`src/rtl/controlador_contexto_pkg.sv`:
```
// ---------------------------------------------------------------------------
// controlador_contexto_pkg
// Shared encodings for the context-switch controller: trap cause codes as
// seen by the control unit and the CPU top, plus the controller state codes.
// ---------------------------------------------------------------------------
package controlador_contexto_pkg;

  // Trap cause codes reported on trap_cause
  localparam logic [2:0] CAUSE_NONE    = 3'd0;
  localparam logic [2:0] CAUSE_QUANTUM = 3'd1;
  localparam logic [2:0] CAUSE_IO      = 3'd2;
  localparam logic [2:0] CAUSE_OUT     = 3'd3;
  localparam logic [2:0] CAUSE_END     = 3'd4;
  localparam logic [2:0] CAUSE_FAULT   = 3'd5;

  // Controller states
  localparam logic [1:0] ST_OS   = 2'd0;
  localparam logic [1:0] ST_RUN  = 2'd1;
  localparam logic [1:0] ST_TRAP = 2'd2;

endpackage

```
`src/rtl/controlador_contexto_decodificador_regiao.sv`:
```
// ---------------------------------------------------------------------------
// controlador_contexto_decodificador_regiao
// Maps a PC onto the owning process id using a chain of constant compares
// against the region boundaries, so no divider is needed.
//   i_pc      PC to classify
//   o_procId  0 for the OS region, 1..NUM_PROC for user regions
//   o_isUser  PC is at or above the first user region
//   o_fault   PC is past the last user region
// ---------------------------------------------------------------------------
module controlador_contexto_decodificador_regiao
  import controlador_contexto_pkg::*;
#(
  parameter int PC_W        = 32,
  parameter int NUM_PROC    = 10,
  parameter int OS_LIMIT    = 300,
  parameter int REGION_SIZE = 300
) (
  input  logic [PC_W-1:0] i_pc,
  output logic [7:0]      o_procId,
  output logic            o_isUser,
  output logic            o_fault
);

  localparam logic [PC_W-1:0] USER_END = PC_W'(OS_LIMIT + NUM_PROC * REGION_SIZE);

  // w_geBound is a thermometer code: bit k set when pc has reached region k
  logic [NUM_PROC-1:0] w_geBound;

  for (genvar k = 0; k < NUM_PROC; k++) begin : g_bound
    localparam logic [PC_W-1:0] BOUND = PC_W'(OS_LIMIT + k * REGION_SIZE);
    assign w_geBound[k] = (i_pc >= BOUND);
  end

  // Counting the thermometer bits gives the 1-based region number directly
  always_comb begin
    o_procId = 8'd0;
    for (int k = 0; k < NUM_PROC; k++) begin
      if (w_geBound[k]) o_procId = o_procId + 8'd1;
    end
  end

  assign o_isUser = w_geBound[0];
  assign o_fault  = (i_pc >= USER_END);

endmodule

```
`src/rtl/controlador_contexto.sv`:
```
// ---------------------------------------------------------------------------
// controlador_contexto
// Context-switch controller: tracks the running process from the PC region,
// counts its quantum and raises one trap request at a time, holding vector,
// cause and resume PC stable until the CPU acknowledges.
//   clock, reset   system clock, asynchronous active-high reset
//   enable         CPU advanced this cycle
//   pc             current PC
//   io_req/out_req/end_req  instruction events decoded this cycle
//   quantum_cfg    runtime quantum (0 selects QUANTUM)
//   trap_ack       CPU has taken the trap
//   trap_valid/trap_vector/trap_cause/saved_pc  pending trap request
//   proc_id        running process id (0 = OS), one cycle behind pc
//   quantum_left   remaining quantum
//   in_user        controller is in the RUN state
// ---------------------------------------------------------------------------
module controlador_contexto
  import controlador_contexto_pkg::*;
#(
  parameter int PC_W        = 32,
  parameter int NUM_PROC    = 10,
  parameter int OS_LIMIT    = 300,
  parameter int REGION_SIZE = 300,
  parameter int QUANTUM     = 16,
  parameter int QW          = 8,
  parameter int VEC_SAVE    = 180,
  parameter int VEC_IO      = 92,
  parameter int VEC_OUT     = 160,
  parameter int VEC_END     = 233
) (
  input  logic            clock,
  input  logic            reset,
  input  logic            enable,
  input  logic [PC_W-1:0] pc,
  input  logic            io_req,
  input  logic            out_req,
  input  logic            end_req,
  input  logic [QW-1:0]   quantum_cfg,
  input  logic            trap_ack,
  output logic            trap_valid,
  output logic [PC_W-1:0] trap_vector,
  output logic [2:0]      trap_cause,
  output logic [PC_W-1:0] saved_pc,
  output logic [7:0]      proc_id,
  output logic [QW-1:0]   quantum_left,
  output logic            in_user
);

  logic [1:0]      r_state;
  logic [PC_W-1:0] r_trapVector;
  logic [2:0]      r_trapCause;
  logic [PC_W-1:0] r_savedPc;
  logic [7:0]      r_procId;
  logic [QW-1:0]   r_quantum;

  logic [7:0]      w_procId;
  logic            w_isUser;
  logic            w_fault;
  logic            w_trapReq;
  logic [2:0]      w_cause;
  logic [PC_W-1:0] w_vector;
  logic [PC_W-1:0] w_savedPc;
  logic [PC_W-1:0] w_pcNext;
  logic [QW-1:0]   w_quantumInit;

  controlador_contexto_decodificador_regiao #(
    .PC_W        (PC_W),
    .NUM_PROC    (NUM_PROC),
    .OS_LIMIT    (OS_LIMIT),
    .REGION_SIZE (REGION_SIZE)
  ) u_decodificador (
    .i_pc     (pc),
    .o_procId (w_procId),
    .o_isUser (w_isUser),
    .o_fault  (w_fault)
  );

  assign w_pcNext      = pc + PC_W'(1);
  assign w_quantumInit = (quantum_cfg != '0) ? quantum_cfg : QW'(QUANTUM);

  // Trap arbitration: instruction events outrank quantum expiry, so an
  // expiry coinciding with an event is dropped rather than queued.
  always_comb begin
    w_trapReq = 1'b0;
    w_cause   = CAUSE_NONE;
    w_vector  = '0;
    w_savedPc = '0;
    if (r_state == ST_RUN && enable) begin
      if (w_fault) begin
        w_trapReq = 1'b1;
        w_cause   = CAUSE_FAULT;
        w_vector  = PC_W'(VEC_END);
        w_savedPc = pc;
      end else if (end_req) begin
        w_trapReq = 1'b1;
        w_cause   = CAUSE_END;
        w_vector  = PC_W'(VEC_END);
        w_savedPc = w_pcNext;
      end else if (out_req) begin
        w_trapReq = 1'b1;
        w_cause   = CAUSE_OUT;
        w_vector  = PC_W'(VEC_OUT);
        w_savedPc = w_pcNext;
      end else if (io_req) begin
        w_trapReq = 1'b1;
        w_cause   = CAUSE_IO;
        w_vector  = PC_W'(VEC_IO);
        w_savedPc = w_pcNext;
      end else if (r_quantum == QW'(1)) begin
        w_trapReq = 1'b1;
        w_cause   = CAUSE_QUANTUM;
        w_vector  = PC_W'(VEC_SAVE);
        w_savedPc = pc;
      end
    end
  end

  // FSM, quantum counter and trap registers. proc_id follows pc except while
  // a trap is pending (so the trapped process stays visible) or when pc is
  // outside every region (the last valid id is kept).
  always_ff @(posedge clock or posedge reset) begin
    if (reset) begin
      r_state      <= ST_OS;
      r_trapVector <= '0;
      r_trapCause  <= CAUSE_NONE;
      r_savedPc    <= '0;
      r_procId     <= '0;
      r_quantum    <= '0;
    end else begin
      if (r_state != ST_TRAP && !w_fault) r_procId <= w_procId;
      case (r_state)
        ST_OS: begin
          if (enable && w_isUser && !w_fault) begin
            r_state   <= ST_RUN;
            r_quantum <= w_quantumInit;
          end
        end
        ST_RUN: begin
          if (enable) begin
            r_quantum <= r_quantum - QW'(1);
            if (w_trapReq) begin
              r_state      <= ST_TRAP;
              r_trapCause  <= w_cause;
              r_trapVector <= w_vector;
              r_savedPc    <= w_savedPc;
            end else if (!w_isUser) begin
              r_state   <= ST_OS;
              r_quantum <= '0;
            end
          end
        end
        ST_TRAP: begin
          if (trap_ack) begin
            r_state     <= ST_OS;
            r_trapCause <= CAUSE_NONE;
            r_quantum   <= '0;
          end
        end
        default: r_state <= ST_OS;
      endcase
    end
  end

  assign trap_valid   = (r_state == ST_TRAP);
  assign trap_vector  = r_trapVector;
  assign trap_cause   = r_trapCause;
  assign saved_pc     = r_savedPc;
  assign proc_id      = r_procId;
  assign quantum_left = r_quantum;
  assign in_user      = (r_state == ST_RUN);

endmodule
```
`config.mk`:
```
export PLATFORM = sky130hd
export DESIGN_NAME = controlador_contexto
export DESIGN_NICKNAME = d
export VERILOG_FILES = /design/src/rtl/controlador_contexto_pkg.sv /design/src/rtl/controlador_contexto_decodificador_regiao.sv /design/src/rtl/controlador_contexto.sv
export SDC_FILE = /design/constraint.sdc
export NUM_CORES = 1
export LEC_CHECK = 0
export ABC_AREA = 1
export CAP_MARGIN = 20
export CORE_AREA = 2 2 103 105
export DETAILED_ROUTE_END_ITERATION = 6
export DIE_AREA = 0 0 105 107
export PLACE_DENSITY = 0.83
export SLEW_MARGIN = 5
export SYNTH_ARGS = -nofsm -noshare
export SYNTH_HDL_FRONTEND = slang
export SYNTH_SLANG_ARGS = --single-unit
```
`constraint.sdc`:
```
create_clock -name clock -period 1.7 [get_ports clock]
set_input_delay 0.425 -clock clock [delete_from_list [all_inputs] [get_ports clock]]
set_output_delay 0.425 -clock clock [all_outputs]
set_load 0.02 [all_outputs]
```
==> results of run 1 <==
## cells by family after synthesis
kind of cell | Yosys count | synth area share
multiplexers | 2 | 0.005134
XOR/XNOR | 11 | 0.02196
AO/OA/AOI/OAI | 86 | 0.1169
adder cells (fa/ha/maj) | 16 | 0.04564
AND/OR/NAND/NOR | 319 | 0.3317
flip-flops | 57 | 0.3252
other | 1 | 0.0008549
buffers and inverters | 142 | 0.1526
## through the flow
stage	TNS (ns)	cell area, µm²	instances
CTS	-36.16	7833	1107
detailed placement	-79.31	6648	999
floorplan	-32.10	4647	658
global placement	-74.41	6648	999
## timing repair
item                                    CTS
gates resized for setup                 259
pin swaps                                52
endpoints found under the setup margin  117
setup buffers                            96
gates cloned                              2
## routing by layer
metal | track usage | GRT overflow
met1 | 0.5042 | 0
met2 | 0.8673 | 1
met3 | 0.3526 | 0
met4 | 0.6924 | 1
met5 | 0.01905 | 0
==> out/metrics.json, run 1 <==
{
  "logic_synthesis": {
    "synth_area_per_cell_um2": 6.919,
    "synth-edff-count": 0,
    "netlist_instances": 634,
    "synth_largest_area_cell": "sky130_fd_sc_hd__dfrtp_1",
    "async_reset_ff_frac": 1.000,
    "number_of_warnings_issued_by_yosys": 0,
    "synth_commonest_cells": "sky130_fd_sc_hd__nand2_1, sky130_fd_sc_hd__inv_1, sky130_fd_sc_hd__dfrtp_1",
    "post-synth-top-count-cell": "sky130_fd_sc_hd__nand2_1",
    "ys_seq_area_frac": 0.3252,
    "synth-main-ff-cell": "sky130_fd_sc_hd__dfrtp_1",
    "synth_top_area_frac": 0.3252,
    "syn_area_mm2": 0.004387,
    "post_synth_num_cell_types": 48,
    "yosys_register_bits": 57,
    "yosys-top-cells-area": "sky130_fd_sc_hd__dfrtp_1, sky130_fd_sc_hd__nand2_1, sky130_fd_sc_hd__inv_1"
  },
  "timing": {
    "worst-ep-kind": "register input",
    "grt-worst-endpoint": "proc_id[4]$_DFFE_PP0P_/D"
  },
  "floorplanning": {
    "initial_core_util": 0.4347,
    "die-height_um": 107,
    "pin_count": 132,
    "std_cell_rows": 37,
    "dieWidth_um": 105
  },
  "cts": {
    "hold_buffers": 0,
    "cts_num_sinks": 57,
    "clock_buffers_created_by_tritoncts": 9,
    "htree_num_levels": 3,
    "clock_path_buffers": 2,
    "clock_tree.root_cell": "sky130_fd_sc_hd__clkbuf_8"
  },
  "status": {
    "error_line": "[ERROR GRT-0232] Routing congestion too high. Check the congestion heatmap in the GUI.",
    "stop_stage": "global routing",
    "run_status": "aborted with a tool error"
  },
  "placed_design": {
    "number_of_port_buffers": 106,
    "dp_worst_setup_slack_ns": -4.611,
    "routabilityCongestion": 0.8746,
    "hpwl_mm": 10.98
  },
  "grt": {
    "globalRouteTotalUtil": 0.5862,
    "globalRouteOverflowTotal": 2,
    "pin_count_of_the_biggest_net_entering_global_routing": 58
  }
}
==> inputs of run 2 (changes only) <==
--- a/config.mk
+++ b/config.mk
@@ -7,10 +7,10 @@
 export LEC_CHECK = 0
 export ABC_AREA = 1
 export CAP_MARGIN = 20
-export CORE_AREA = 2 2 103 105
+export CORE_AREA = 2 2 115 117
 export DETAILED_ROUTE_END_ITERATION = 6
-export DIE_AREA = 0 0 105 107
-export PLACE_DENSITY = 0.83
+export DIE_AREA = 0 0 117 119
+export PLACE_DENSITY_LB_ADDON = 0.15
 export SLEW_MARGIN = 5
 export SYNTH_ARGS = -nofsm -noshare
 export SYNTH_HDL_FRONTEND = slang
==> constraint.sdc (replaced) <==
create_clock -name clock -period 2.2 [get_ports clock]
set_input_delay 0.55 -clock clock [delete_from_list [all_inputs] [get_ports clock]]
set_output_delay 0.55 -clock clock [all_outputs]
set_load 0.02 [all_outputs]
==> run 2 against run 1 <==
Synthesized cell count did not move. The flow now finishes, with violations (setup timing). Synthesized area did not move.
==> out/metrics.json, run 2 <==
{
  "placed_design": {
    "place_inst": {"value": 1038, "change": "was 999"},
    "dp_worst_setup_slack": {"value": -4.181, "unit": "ns", "change": "was -4.611 ns"},
    "routabilityCongestion": {"value": 0.8537, "change": "was 0.8746"},
    "hpwl": {"value": 10.56, "unit": "mm", "change": "was 10.98 mm"},
    "number_of_port_buffers": {"value": 106, "change": "unchanged"}
  },
  "drt": {
    "drc_violations": 0,
    "ant_nets": 0,
    "via_count": 5302,
    "totalWireLength_mm": 15.44,
    "routedWlPerCell_um": 13.59,
    "number_of_iterations_in_the_first_detailed_routing_pass": 4,
    "detail_route.iter0.violations": 255,
    "vias_per_cell": 4.667
  },
  "cells_and_area": {
    "multi_input_logic_area_mm2": 0.003132,
    "drive_above_1_share": 0.4625,
    "utilization": 0.6462,
    "n_fill_cell": 1070,
    "mostFrequentLayoutCells": "sky130_fd_sc_hd__buf_4, sky130_fd_sc_hd__nand2_1, sky130_fd_sc_hd__clkdlybuf4s50_1",
    "number_of_flip_flops_in_the_largest_register": 32,
    "post_layout_nonfiller_instances": 1136,
    "layout.area.seq_mm2": 0.001426,
    "synthToLayoutAreaGrowth_pct": 89.65,
    "nNetsFinal": 1019,
    "final_common_cell": "sky130_fd_sc_hd__buf_4",
    "antenna_diode_count": 0
  },
  "logic_synthesis": {
    "yosys_register_bits": {"value": 57, "change": "unchanged"},
    "post_synth_num_cell_types": {"value": 48, "change": "unchanged"},
    "synth_largest_area_cell": {"value": "sky130_fd_sc_hd__dfrtp_1", "change": "unchanged"},
    "synthAdderAreaFrac": {"value": 0.04564, "change": "unchanged"},
    "synth-edff-count": {"value": 0, "change": "unchanged"},
    "synth-compound-area-share": {"value": 0.1169, "change": "unchanged"},
    "synth-main-ff-cell": {"value": "sky130_fd_sc_hd__dfrtp_1", "change": "unchanged"},
    "synth_top_family_by_area": {"value": "simple AND/OR/NAND/NOR gates", "change": "unchanged"},
    "synth_area_per_cell": {"value": 6.919, "unit": "µm²", "change": "unchanged"},
    "synth-xor-area-share": {"value": 0.02196, "change": "unchanged"},
    "synth_top_area_frac": {"value": 0.3252, "change": "unchanged"},
    "number_of_warnings_issued_by_yosys": {"value": 0, "change": "unchanged"},
    "synth.mux.area_fraction": {"value": 0.005134, "change": "unchanged"},
    "yosys-top-cells-area": {"value": "sky130_fd_sc_hd__dfrtp_1, sky130_fd_sc_hd__nand2_1, sky130_fd_sc_hd__inv_1", "change": "unchanged"},
    "netlist_instances": {"value": 634, "change": "unchanged"},
    "synth_commonest_cells": {"value": "sky130_fd_sc_hd__nand2_1, sky130_fd_sc_hd__inv_1, sky130_fd_sc_hd__dfrtp_1", "change": "unchanged"},
    "ys_seq_area_frac": {"value": 0.3252, "change": "unchanged"},
    "syn_area": {"value": 0.004387, "unit": "mm²", "change": "unchanged"},
    "async_reset_ff_frac": {"value": 1.000, "change": "unchanged"},
    "post-synth-top-count-cell": {"value": "sky130_fd_sc_hd__nand2_1", "change": "unchanged"},
    "yosys.area_share.simple": {"value": 0.3317, "change": "unchanged"}
  },
  "cts": {
    "tritoncts": "yes",
    "clock_tree.root_cell": {"value": "sky130_fd_sc_hd__clkbuf_16", "change": "was sky130_fd_sc_hd__clkbuf_8"},
    "cts.reportedPaths.clkPinSlew_ns": 0.05,
    "clock_buffers_created_by_tritoncts": {"value": 9, "change": "unchanged"},
    "clock_path_buffers": {"value": 2, "change": "unchanged"},
    "cts_num_sinks": {"value": 57, "change": "unchanged"},
    "clock_insertion_delay_worst_skew_ns": 0.33,
    "htree_num_levels": {"value": 3, "change": "unchanged"}
  },
  "floorplanning": {
    "die_area_mm2": 0.01392,
    "std_cell_rows": {"value": 42, "change": "was 37"},
    "design.core.area_mm2": 0.01287,
    "initial_core_util": {"value": 0.3407, "change": "was 0.4347"},
    "dieWidth": {"value": 117, "unit": "µm", "change": "was 105 µm"},
    "die-height": {"value": 119, "unit": "µm", "change": "was 107 µm"},
    "pin_count": {"value": 132, "change": "unchanged"}
  },
  "grt": {
    "grt_util_met1": 0.2691,
    "grt_pass1_vias": 5554,
    "top_usage_layer": "met2",
    "grt_use_met3": 0.04122,
    "pin_count_of_the_biggest_net_entering_global_routing": 58,
    "globalRouteTotalUtil": 0.2217,
    "antenna_found_initial": 0,
    "grt_pass1_wl_mm": 24.90,
    "globalRouteOverflowTotal": 0,
    "grt.met2_usage": 0.3801
  },
  "timing": {
    "finalCritPeriodShare": 2.401,
    "final_max_slew_viol_count": 0,
    "hold_ws_ns": 0.4290,
    "timing.final.ws_setup_ns": -3.082,
    "finalHoldViolCount": 0,
    "final.min_clock_period_ns": 5.282,
    "setup_repair_after_global_routing_missed_its_margin": "yes",
    "worst-slew-pin-transition_ns": 0.5382,
    "clock-skew-final_ns": 0.004344,
    "timing.final.setup_violations": 16,
    "timing.fmax_ghz": 0.1893,
    "maxSlewHeadroom": 0.6412
  },
  "worst_setup_path": {
    "slowest_stage": "sky130_fd_sc_hd__ha_4",
    "crit_top_cell": "sky130_fd_sc_hd__nand2_4",
    "cp_num_buf_inv": 11,
    "worst-endpoint-arrival_ns": 5.51,
    "slowest_delay_ns": 0.27,
    "crit_family": "simple AND/OR/NAND/NOR gates",
    "worst_setup_path_start_kind": "primary input",
    "criticalPathCategory": "in -> reg",
    "path_max_fanout": 3,
    "critPathCaptureType": "flop",
    "crit_required_ns": 2.42
  },
  "power_and_ir_drop": {
    "max-vdd-ir-drop_uv": 753.0,
    "p_per_area_mw_per_mm2": 812.3,
    "power.static_leakage_nw": 4.006
  },
  "flow_run": {
    "max_cap_viol_count": 0
  },
  "status": {
    "violations_in_the_final_reports": "setup timing",
    "run_status": {"value": "complete, but fails checks", "change": "was aborted with a tool error"}
  },
  "hold_path": {
    "holdCritPathClass": "in -> reg"
  }
}
## run 2: cell counts after synthesis
No cell type changed its count.
## run 2: logic make-up after synthesis
family | after synthesis
simple gates | 319
buf+inv | 142
compound gates | 86
flops | 57
fa+ha+maj | 16
xor+xnor | 11
mux | 2
other cells | 1
## run 2: metrics by stage
step                      total power, mW  area (µm²)  TNS (ns)
after floorplan                     3.453        4622    -18.38
after global placement              4.853        6663    -62.04
after detailed placement            4.906        6663    -64.62
after CTS                           6.646        7755    -20.74
after global routing                7.185        8319    -23.36
final                               6.758        8319    -19.83
## run 2: worst min-delay path, delay by kind of cell
family	cells	cell delay, ns
AND/OR/NAND/NOR	2	0.10
buffers and inverters	1	0.08
## run 2: routing by layer
layer  routed length [µm]  share of wire  vias up
met1                 6316           0.41     2466
li1                     -              -     2625
met2                 7943           0.51      167
met3                  728          0.047       44
met4                  448          0.029        0
met5                    0              0        -
## run 2: power breakdown
group | internal (mW) | leakage (nW) | switching, mW
Sequential | 1.46 | 0.693 | 0.247
Combinational | 1.73 | 3.17 | 1.91
Clock | 0.927 | 0.148 | 0.479
Total | 4.13 | 4.01 | 2.63
## run 2: final timing paths
check                               from            end  slack, ns  cells after the start
setup reg to reg              r_state[1]     r_state[0]       0.23                      9
min in group asynchronous          reset   saved_pc[23]       0.60                      3
setup / recovery                  pc[27]     proc_id[2]      -3.08                     42
hold / removal                    pc[22]   saved_pc[22]       0.43                      3
max in group asynchronous          reset    saved_pc[4]       1.34                      3
hold reg to reg            trap_cause[1]  trap_cause[1]       0.47                      2
## run 2: layout make-up
| cell class | count | area share |
|---|---|---|
| clock buffers | 12 | 0.03083 |
| clock inverters | 3 | 0.004813 |
| inverters | 101 | 0.05053 |
| multi-input cells | 460 | 0.3764 |
| flip-flops and latches | 57 | 0.1715 |
| well taps | 176 | 0.02647 |
| repair buffers | 327 | 0.3394 |
## run 2: repair_timing
action | in CTS | in global routing
gates resized for setup | 175 | 117
pin swaps | 50 | 61
setup buffers | 75 | 19
hold buffers | 0 | 0
endpoints found under the setup margin | 59 | 57
gates cloned | 1 | 0
Note: power is estimated with default switching activity, not from simulation.
==> inputs of run 3 (changes only) <==
--- a/config.mk
+++ b/config.mk
@@ -5,13 +5,13 @@
 export SDC_FILE = /design/constraint.sdc
 export NUM_CORES = 1
 export LEC_CHECK = 0
-export ABC_AREA = 1
 export CAP_MARGIN = 20
-export CORE_AREA = 2 2 115 117
+export CORE_AREA = 2 2 114 116
 export DETAILED_ROUTE_END_ITERATION = 6
-export DIE_AREA = 0 0 117 119
+export DIE_AREA = 0 0 116 118
 export PLACE_DENSITY_LB_ADDON = 0.15
 export SLEW_MARGIN = 5
 export SYNTH_ARGS = -nofsm -noshare
 export SYNTH_HDL_FRONTEND = slang
 export SYNTH_SLANG_ARGS = --single-unit
+export TNS_END_PERCENT = 30
==> run 3 against run 2 <==
The run still ends with setup timing left. Clock power is 9% lower. Count of clock-buffer cells in the layout up 1. Utilization fell by 5.3 points. Sequential share of layout area increased by 2.2 points. Power down 2.0%. Synthesized cell count fell by 22%. Die area shrank 1.7%. Setup slack got worse by 0.55 ns. Flip-flop and latch count unchanged. Register-to-register slack got worse by 0.32 ns. Via count down 15%. Clock skew shrank 0.0013 ns. Highest routed layer unchanged.
==> out/metrics.json, run 3 <==
{
  "cells_and_area": {
    "post_layout_nonfiller_instances": {"value": 920, "change": "was 1136"},
    "mostFrequentLayoutCells": {"value": "sky130_fd_sc_hd__buf_4, sky130_fd_sc_hd__clkdlybuf4s50_1, sky130_fd_sc_hd__dfrtp_1", "change": "was sky130_fd_sc_hd__buf_4, sky130_fd_sc_hd__nand2_1, sky130_fd_sc_hd__clkdlybuf4s50_1"},
    "number_of_flip_flops_in_the_largest_register": {"value": 32, "change": "unchanged"},
    "finalInstanceArea": {"value": 0.007370, "unit": "mm²", "change": "was 0.008319 mm²"},
    "final_common_cell": {"value": "sky130_fd_sc_hd__buf_4", "change": "unchanged"},
    "n_fill_cell": {"value": 1071, "change": "was 1070"},
    "nNetsFinal": {"value": 806, "change": "was 1019"},
    "drive_above_1_share": {"value": 0.4198, "change": "was 0.4625"},
    "antenna_diode_count": {"value": 0, "change": "unchanged"},
    "synthToLayoutAreaGrowth": {"value": 71.32, "unit": "%", "change": "was 89.65%"}
  },
  "logic_synthesis": {
    "yosys-top-cells-area": {"value": "sky130_fd_sc_hd__dfrtp_1, sky130_fd_sc_hd__mux2_2, sky130_fd_sc_hd__buf_4", "change": "was sky130_fd_sc_hd__dfrtp_1, sky130_fd_sc_hd__nand2_1, sky130_fd_sc_hd__inv_1"},
    "yosys_register_bits": {"value": 57, "change": "unchanged"},
    "post_synth_num_cell_types": {"value": 73, "change": "was 48"},
    "netlist_instances": {"value": 492, "change": "was 634"},
    "async_reset_ff_frac": {"value": 1.000, "change": "unchanged"},
    "ys_seq_area_frac": {"value": 0.3316, "change": "was 0.3252"},
    "synth_commonest_cells": {"value": "sky130_fd_sc_hd__dfrtp_1, sky130_fd_sc_hd__nor2_1, sky130_fd_sc_hd__a21oi_1", "change": "was sky130_fd_sc_hd__nand2_1, sky130_fd_sc_hd__inv_1, sky130_fd_sc_hd__dfrtp_1"},
    "syn_area": {"value": 0.004302, "unit": "mm²", "change": "was 0.004387 mm²"},
    "number_of_warnings_issued_by_yosys": {"value": 0, "change": "unchanged"},
    "synth_top_area_frac": {"value": 0.3316, "change": "was 0.3252"},
    "synth_area_per_cell": {"value": 8.743, "unit": "µm²", "change": "was 6.919 µm²"},
    "post-synth-top-count-cell": {"value": "sky130_fd_sc_hd__dfrtp_1", "change": "was sky130_fd_sc_hd__nand2_1"},
    "synth-edff-count": {"value": 0, "change": "unchanged"},
    "synth-main-ff-cell": {"value": "sky130_fd_sc_hd__dfrtp_1", "change": "unchanged"},
    "synth_largest_area_cell": {"value": "sky130_fd_sc_hd__dfrtp_1", "change": "unchanged"}
  },
  "floorplanning": {
    "dieWidth": {"value": 116, "unit": "µm", "change": "was 117 µm"},
    "die_area": {"value": 0.01369, "unit": "mm²", "change": "was 0.01392 mm²"},
    "die-height": {"value": 118, "unit": "µm", "change": "was 119 µm"},
    "pin_count": {"value": 132, "change": "unchanged"},
    "initial_core_util": {"value": 0.3465, "change": "was 0.3407"},
    "std_cell_rows": {"value": 41, "change": "was 42"},
    "design.core.area": {"value": 0.01241, "unit": "mm²", "change": "was 0.01287 mm²"}
  },
  "timing": {
    "timing.fmax": {"value": 0.1715, "unit": "GHz", "change": "was 0.1893 GHz"},
    "timing.final.ws_setup": {"value": -3.632, "unit": "ns", "change": "was -3.082 ns"},
    "hold_ws": {"value": 0.4598, "unit": "ns", "change": "was 0.4290 ns"},
    "final.min_clock_period": {"value": 5.832, "unit": "ns", "change": "was 5.282 ns"},
    "timing.final.setup_violations": {"value": 57, "change": "was 16"},
    "final_max_slew_viol_count": {"value": 0, "change": "unchanged"},
    "setup_repair_after_global_routing_missed_its_margin": {"value": "yes", "change": "unchanged"},
    "finalHoldViolCount": {"value": 0, "change": "unchanged"},
    "finalCritPeriodShare": {"value": 2.651, "change": "was 2.401"},
    "clock-skew-final": {"value": 0.003029, "unit": "ns", "change": "was 0.004344 ns"},
    "finalSetupTns": {"value": -38.06, "unit": "ns", "change": "was -19.83 ns"}
  },
  "drt": {
    "drc_violations": {"value": 0, "change": "unchanged"},
    "ant_nets": {"value": 0, "change": "unchanged"},
    "routedWlPerCell": {"value": 14.85, "unit": "µm", "change": "was 13.59 µm"},
    "detail_route.iter0.violations": {"value": 171, "change": "was 255"},
    "vias_per_cell": {"value": 4.901, "change": "was 4.667"},
    "totalWireLength": {"value": 13.67, "unit": "mm", "change": "was 15.44 mm"},
    "number_of_iterations_in_the_first_detailed_routing_pass": {"value": 4, "change": "unchanged"},
    "via_count": {"value": 4509, "change": "was 5302"}
  },
  "worst_setup_path": {
    "crit_family": {"value": "adder cells", "change": "was simple AND/OR/NAND/NOR gates"},
    "cp_num_buf_inv": {"value": 4, "change": "was 11"},
    "timing.rr.end": {"value": "quantum_left[4]", "change": "was r_state[0]"},
    "cp.depth": {"value": 33, "change": "was 42"},
    "criticalPathCategory": {"value": "in -> reg", "change": "unchanged"},
    "crit_required": {"value": 2.41, "unit": "ns", "change": "was 2.42 ns"},
    "crit_top_cell": {"value": "sky130_fd_sc_hd__ha_4", "change": "was sky130_fd_sc_hd__nand2_4"},
    "critPathCaptureType": {"value": "flop", "change": "unchanged"},
    "worst_setup_path_start_kind": {"value": "primary input", "change": "unchanged"},
    "regToRegStartpoint": {"value": "quantum_left[4]", "change": "was r_state[1]"},
    "timing.reg2reg.setup_slack": {"value": -0.09, "unit": "ns", "change": "was 0.23 ns"},
    "slowest_delay": {"value": 0.35, "unit": "ns", "change": "was 0.27 ns"},
    "slowest_stage": {"value": "sky130_fd_sc_hd__or3_4", "change": "was sky130_fd_sc_hd__ha_4"},
    "path_max_fanout": {"value": 4, "change": "was 3"},
    "worst-endpoint-arrival": {"value": 6.04, "unit": "ns", "change": "was 5.51 ns"},
    "worst_r2r_path_depth": {"value": 8, "change": "was 9"}
  },
  "grt": {
    "globalRouteOverflowTotal": {"value": 0, "change": "unchanged"},
    "pin_count_of_the_biggest_net_entering_global_routing": {"value": 58, "change": "unchanged"},
    "grt_pass1_wl": {"value": 22.69, "unit": "mm", "change": "was 24.90 mm"},
    "grt_pass1_vias": {"value": 4610, "change": "was 5554"},
    "antenna_found_initial": {"value": 0, "change": "unchanged"},
    "globalRouteTotalUtil": {"value": 0.2069, "change": "was 0.2217"}
  },
  "hold_path": {
    "min_delay_worst_endpoint": {"value": "saved_pc[15]", "change": "was saved_pc[22]"},
    "hold_depth": {"value": 2, "change": "was 3"},
    "hold_path_startpoint": {"value": "pc[15]", "change": "was pc[22]"},
    "holdCritPathClass": {"value": "in -> reg", "change": "unchanged"}
  },
  "cts": {
    "cts_num_sinks": {"value": 57, "change": "unchanged"},
    "clock_path_buffers": {"value": 2, "change": "unchanged"},
    "clock_buffers_created_by_tritoncts": {"value": 9, "change": "unchanged"},
    "cts.reportedPaths.clkPinSlew": {"value": 0.05, "unit": "ns", "change": "about the same"},
    "tritoncts": {"value": "yes", "change": "unchanged"},
    "htree_num_levels": {"value": 3, "change": "unchanged"},
    "hold_buffers": {"value": 0, "change": "unchanged"},
    "clock_tree.root_cell": {"value": "sky130_fd_sc_hd__clkbuf_16", "change": "unchanged"},
    "clock_insertion_delay_worst_skew": {"value": 0.33, "unit": "ns", "change": "about the same"}
  },
  "status": {
    "violations_in_the_final_reports": {"value": "setup timing", "change": "unchanged"},
    "run_status": {"value": "complete, but fails checks", "change": "unchanged"}
  },
  "flow_run": {
    "max_cap_viol_count": {"value": 0, "change": "unchanged"}
  },
  "power_and_ir_drop": {
    "max-vdd-ir-drop": {"value": 828.5, "unit": "µV", "change": "was 753.0 µV"},
    "power.static_leakage": {"value": 3.238, "unit": "nW", "change": "was 4.006 nW"},
    "p_per_area": {"value": 898.7, "unit": "mW/mm²", "change": "was 812.3 mW/mm²"}
  },
  "placed_design": {
    "place_inst": {"value": 869, "change": "was 1038"},
    "number_of_port_buffers": {"value": 106, "change": "unchanged"},
    "dpl-instance-area": {"value": 0.006465, "unit": "mm²", "change": "was 0.006663 mm²"},
    "routabilityCongestion": {"value": 0.8861, "change": "was 0.8537"},
    "hpwl": {"value": 10.08, "unit": "mm", "change": "was 10.56 mm"}
  }
}
run 3: cell families after synthesis:
family	share of synthesized area
DFF	0.3316
and+or+nand+nor	0.1995
xor gates and xnor gates	0.06661
adders and majority gates	0.04654
other	0.0008718
buffers and inverters	0.09773
muxes	0.07184
AOI/OAI and AO/OA	0.1853
run 3: area by class of cell:
class | instances | area (µm²) | area share
timing repair buffer | 267 | 2360 | 0.3202
inverter | 22 | 82.58 | 0.01121
tap | 172 | 215.2 | 0.02920
sequential | 57 | 1426 | 0.1935
clock inverter | 3 | 15.01 | 0.002037
clock buffer | 13 | 260.3 | 0.03531
multi-input combinational | 386 | 3010 | 0.4085
run 3: how the worst max path moves through the flow:
stage | from | to
5_1_grt | pc[25] | proc_id[4]
3_3_place_gp | pc[3] | proc_id[4]
2_1_floorplan | pc[13] | proc_id[4]
3_5_place_dp | pc[31] | proc_id[4]
6_report | pc[25] | proc_id[4]
4_1_cts | pc[21] | proc_id[4]
run 3: through the flow:
stage / setup WS [ns] / total power [mW] / utilization
after global placement: -4.413 / 4.873 / 0.5208
after CTS: -3.759 / 6.486 / 0.5768
after global routing: -3.922 / 7.014 / 0.5936
after detailed placement: -4.580 / 4.915 / 0.5208
final: -3.632 / 6.623 / 0.5936
after floorplan: -4.067 / 3.445 / -
run 3: report_power, final:
group / internal (mW) / switching (mW) / total [mW]
combinational: 1.75 / 1.84 / 3.59
clock: 0.816 / 0.469 / 1.29
sequential: 1.47 / 0.272 / 1.74
run 3: repair_timing:
| action | 4_1_cts | 5_1_grt |
|---|---|---|
| setup endpoints to repair | 58 | 58 |
| resized for setup | 169 | 37 |
| cloned | 2 | 0 |
| setup buffers | 23 | 14 |
| hold endpoints to repair | 0 | 0 |
| pin swaps | 56 | 38 |
run 3: metal layers:
layer	vias up	part of all wire	track usage
li1	2208	-	-
met1	2171	0.43	0.2728
met2	113	0.51	0.3501
met3	17	0.046	0.03141
met4	0	0.013	0.05655
met5	-	0	0
==> inputs of run 4 (changes only) <==
--- a/config.mk
+++ b/config.mk
@@ -6,9 +6,9 @@
 export NUM_CORES = 1
 export LEC_CHECK = 0
 export CAP_MARGIN = 20
-export CORE_AREA = 2 2 114 116
+export CORE_AREA = 2 2 98 100
 export DETAILED_ROUTE_END_ITERATION = 6
-export DIE_AREA = 0 0 116 118
+export DIE_AREA = 0 0 100 102
 export PLACE_DENSITY_LB_ADDON = 0.15
 export SLEW_MARGIN = 5
 export SYNTH_ARGS = -nofsm -noshare
==> run 4 against run 3 <==
Flip-flop and latch count stayed put. Count of clock-buffer cells in the layout shrank 3. The run still ends with setup timing left. Sequential share of layout area is essentially flat. Maximum frequency decreased by 4.5%. Non-clock buffer count grew 4. Routed wire length rose by 17%.
==> out/metrics.json, run 4 (synthesis results as in run 3) <==
{
  "floorplanning": {
    "die-height": {"value": 102, "unit": "µm", "change": "was 118 µm"},
    "dieWidth": {"value": 100, "unit": "µm", "change": "was 116 µm"},
    "initial_core_util": {"value": 0.4723, "change": "was 0.3465"},
    "std_cell_rows": {"value": 35, "change": "was 41"},
    "design.core.area": {"value": 0.009109, "unit": "mm²", "change": "was 0.01241 mm²"},
    "pin_count": {"value": 132, "change": "unchanged"},
    "die_area": {"value": 0.01020, "unit": "mm²", "change": "was 0.01369 mm²"}
  },
  "worst_setup_path": {
    "slowest_stage": {"value": "sky130_fd_sc_hd__clkdlybuf4s50_1", "change": "was sky130_fd_sc_hd__or3_4"},
    "slowest_delay": {"value": 0.55, "unit": "ns", "change": "was 0.35 ns"},
    "criticalPathCategory": {"value": "in -> reg", "change": "unchanged"},
    "critPathCaptureType": {"value": "flop", "change": "unchanged"},
    "crit_required": {"value": 2.43, "unit": "ns", "change": "was 2.41 ns"},
    "crit_top_cell": {"value": "sky130_fd_sc_hd__ha_4", "change": "unchanged"},
    "worst_setup_path_start_kind": {"value": "primary input", "change": "unchanged"},
    "path_max_fanout": {"value": 4, "change": "unchanged"},
    "worst-endpoint-arrival": {"value": 6.34, "unit": "ns", "change": "was 6.04 ns"}
  },
  "cts": {
    "clock_insertion_delay_worst_skew": {"value": 0.34, "unit": "ns", "change": "was 0.33 ns"},
    "cts_num_sinks": {"value": 57, "change": "unchanged"},
    "cts.reportedPaths.clkPinSlew": {"value": 0.07, "unit": "ns", "change": "was 0.05 ns"},
    "clock_tree.root_cell": {"value": "sky130_fd_sc_hd__clkbuf_8", "change": "was sky130_fd_sc_hd__clkbuf_16"},
    "clock_buffers_created_by_tritoncts": {"value": 9, "change": "unchanged"},
    "clock_path_buffers": {"value": 2, "change": "unchanged"},
    "hold_buffers": {"value": 0, "change": "unchanged"},
    "htree_num_levels": {"value": 3, "change": "unchanged"},
    "tritoncts": {"value": "yes", "change": "unchanged"}
  },
  "timing": {
    "clock-skew-final": {"value": 0.01118, "unit": "ns", "change": "was 0.003029 ns"},
    "finalHoldViolCount": {"value": 0, "change": "unchanged"},
    "finalSetupTns": {"value": -28.81, "unit": "ns", "change": "was -38.06 ns"},
    "timing.final.setup_violations": {"value": 57, "change": "unchanged"},
    "timing.final.ws_setup": {"value": -3.905, "unit": "ns", "change": "was -3.632 ns"},
    "finalCritPeriodShare": {"value": 2.775, "change": "was 2.651"},
    "timing.fmax": {"value": 0.1638, "unit": "GHz", "change": "was 0.1715 GHz"},
    "final.min_clock_period": {"value": 6.105, "unit": "ns", "change": "was 5.832 ns"},
    "final_max_slew_viol_count": {"value": 0, "change": "unchanged"},
    "hold_ws": {"value": 0.4448, "unit": "ns", "change": "was 0.4598 ns"},
    "setup_repair_after_global_routing_missed_its_margin": {"value": "yes", "change": "unchanged"}
  },
  "drt": {
    "via_count": {"value": 4911, "change": "was 4509"},
    "number_of_iterations_in_the_first_detailed_routing_pass": {"value": 5, "change": "was 4"},
    "totalWireLength": {"value": 16.02, "unit": "mm", "change": "was 13.67 mm"},
    "vias_per_cell": {"value": 5.697, "change": "was 4.901"},
    "ant_nets": {"value": 0, "change": "unchanged"},
    "detail_route.iter0.violations": {"value": 252, "change": "was 171"},
    "routedWlPerCell": {"value": 18.58, "unit": "µm", "change": "was 14.85 µm"},
    "drc_violations": {"value": 0, "change": "unchanged"}
  },
  "placed_design": {
    "routabilityCongestion": {"value": 0.9545, "change": "was 0.8861"},
    "hpwl": {"value": 10.05, "unit": "mm", "change": "was 10.08 mm"},
    "number_of_port_buffers": {"value": 106, "change": "unchanged"}
  },
  "cells_and_area": {
    "number_of_flip_flops_in_the_largest_register": {"value": 32, "change": "unchanged"},
    "mostFrequentLayoutCells": {"value": "sky130_fd_sc_hd__buf_4, sky130_fd_sc_hd__clkdlybuf4s50_1, sky130_fd_sc_hd__dfrtp_1", "change": "unchanged"},
    "final_common_cell": {"value": "sky130_fd_sc_hd__buf_4", "change": "unchanged"},
    "layout.area.seq": {"value": 0.001426, "unit": "mm²", "change": "unchanged"},
    "synthToLayoutAreaGrowth": {"value": 70.91, "unit": "%", "change": "was 71.32%"},
    "antenna_diode_count": {"value": 0, "change": "unchanged"},
    "multi_input_logic_area": {"value": 0.003120, "unit": "mm²", "change": "was 0.003010 mm²"},
    "utilization": {"value": 0.8071, "change": "was 0.5936"},
    "drive_above_1_share": {"value": 0.4354, "change": "was 0.4198"},
    "nNetsFinal": {"value": 810, "change": "was 806"},
    "n_fill_cell": {"value": 549, "change": "was 1071"}
  },
  "power_and_ir_drop": {
    "proportion_of_power_drawn_by_the_clock_network": {"value": 0.154, "change": "was 0.194"},
    "power.sequential.fraction": {"value": 0.265, "change": "was 0.263"},
    "power_report.internal_total": {"value": 3.804, "unit": "mW", "change": "was 4.042 mW"},
    "p_per_area": {"value": 882.8, "unit": "mW/mm²", "change": "was 898.7 mW/mm²"},
    "p_sw": {"value": 2.686, "unit": "mW", "change": "was 2.581 mW"},
    "power.static_leakage": {"value": 3.246, "unit": "nW", "change": "was 3.238 nW"},
    "comb_power_share": {"value": 0.582, "change": "was 0.543"},
    "p_sw_frac": {"value": 0.4139, "change": "was 0.3898"},
    "max-vdd-ir-drop": {"value": 873.5, "unit": "µV", "change": "was 828.5 µV"}
  },
  "grt": {
    "grt_pass1_vias": {"value": 4802, "change": "was 4610"},
    "globalRouteTotalUtil": {"value": 0.2811, "change": "was 0.2069"},
    "antenna_found_initial": {"value": 0, "change": "unchanged"},
    "grt_pass1_wl": {"value": 22.92, "unit": "mm", "change": "was 22.69 mm"},
    "globalRouteOverflowTotal": {"value": 0, "change": "unchanged"},
    "pin_count_of_the_biggest_net_entering_global_routing": {"value": 40, "change": "was 58"}
  },
  "flow_run": {
    "max_cap_viol_count": {"value": 0, "change": "unchanged"}
  },
  "status": {
    "violations_in_the_final_reports": {"value": "setup timing", "change": "unchanged"},
    "run_status": {"value": "complete, but fails checks", "change": "unchanged"}
  },
  "hold_path": {
    "holdCritPathClass": {"value": "in -> reg", "change": "unchanged"}
  }
}
## run 4: changes by cell type in the layout (fill, tap and decap cells not counted), moves of 4 or more
| cell | previous run | this run |
|---|---|---|
| sky130_fd_sc_hd__clkbuf_16 | 9 | 0 |
| sky130_fd_sc_hd__buf_6 | 18 | 26 |
| sky130_fd_sc_hd__clkbuf_8 | 2 | 10 |
| sky130_fd_sc_hd__nor2_2 | 10 | 3 |
| sky130_fd_sc_hd__nor2_4 | 4 | 8 |
| sky130_fd_sc_hd__o21ai_2 | 9 | 5 |
## run 4: power by group through the flow
stage,Sequential [mW],Combinational (mW),Clock (mW)
2_1_floorplan,2.20,1.25,0
5_1_grt,1.77,3.97,1.06
6_report,1.72,3.77,0.996
3_3_place_gp,1.70,3.14,0
3_5_place_dp,1.72,3.21,0
4_1_cts,1.71,3.34,1.01
## run 4: repair_timing
item,in CTS,in global routing
pin swaps,37,49
resized for setup,139,87
setup buffers,24,16
cloned,1,1
setup endpoints to repair,59,58
## run 4: layer usage
layer,GRT usage,part of all wire
met2,0.5187,0.54
met4,0.08957,0.028
met3,0.05951,0.054
met5,0,0
met1,0.3272,0.38
## run 4: layout make-up
type,instances,share of cell area
flip-flops and latches,57,0.1940
well taps,111,0.01889
clock inverters,5,0.007658
multi-input cells,386,0.4244
repair buffers,271,0.3251
clock buffers,10,0.01872
inverters,22,0.01123
## run 4: worst paths after layout
path	to	startpoint	cells after the start	slack (ns)
max	proc_id[4]	pc[10]	32	-3.91
min	saved_pc[27]	pc[27]	2	0.44
max reg2reg	quantum_left[4]	quantum_left[4]	8	-0.08
min reg2reg	trap_cause[1]	trap_cause[1]	2	0.49
max in group asynchronous	saved_pc[0]	reset	3	1.40
min in group asynchronous	proc_id[7]	reset	3	0.54
## run 4: worst max-delay path, delay by kind of cell
| kind | cells | cell delay (ns) |
|---|---|---|
| simple gates | 9 | 1.11 |
| mux | 3 | 0.70 |
| xor+xnor | 1 | 0.13 |
| fa+ha+maj | 8 | 2.03 |
| buf+inv | 5 | 1.10 |
| compound gates | 6 | 0.70 |
## run 4: metrics by stage
stage	power, mW	cell area, µm²	cells	setup slack, ns
floorplan	3.445	4604	516	-4.067
global placement	4.839	6401	808	-4.342
CTS	6.054	6947	847	-3.767
finish	6.490	7352	862	-3.905
global route	6.802	7352	862	-4.047
detailed placement	4.932	6401	808	-4.555
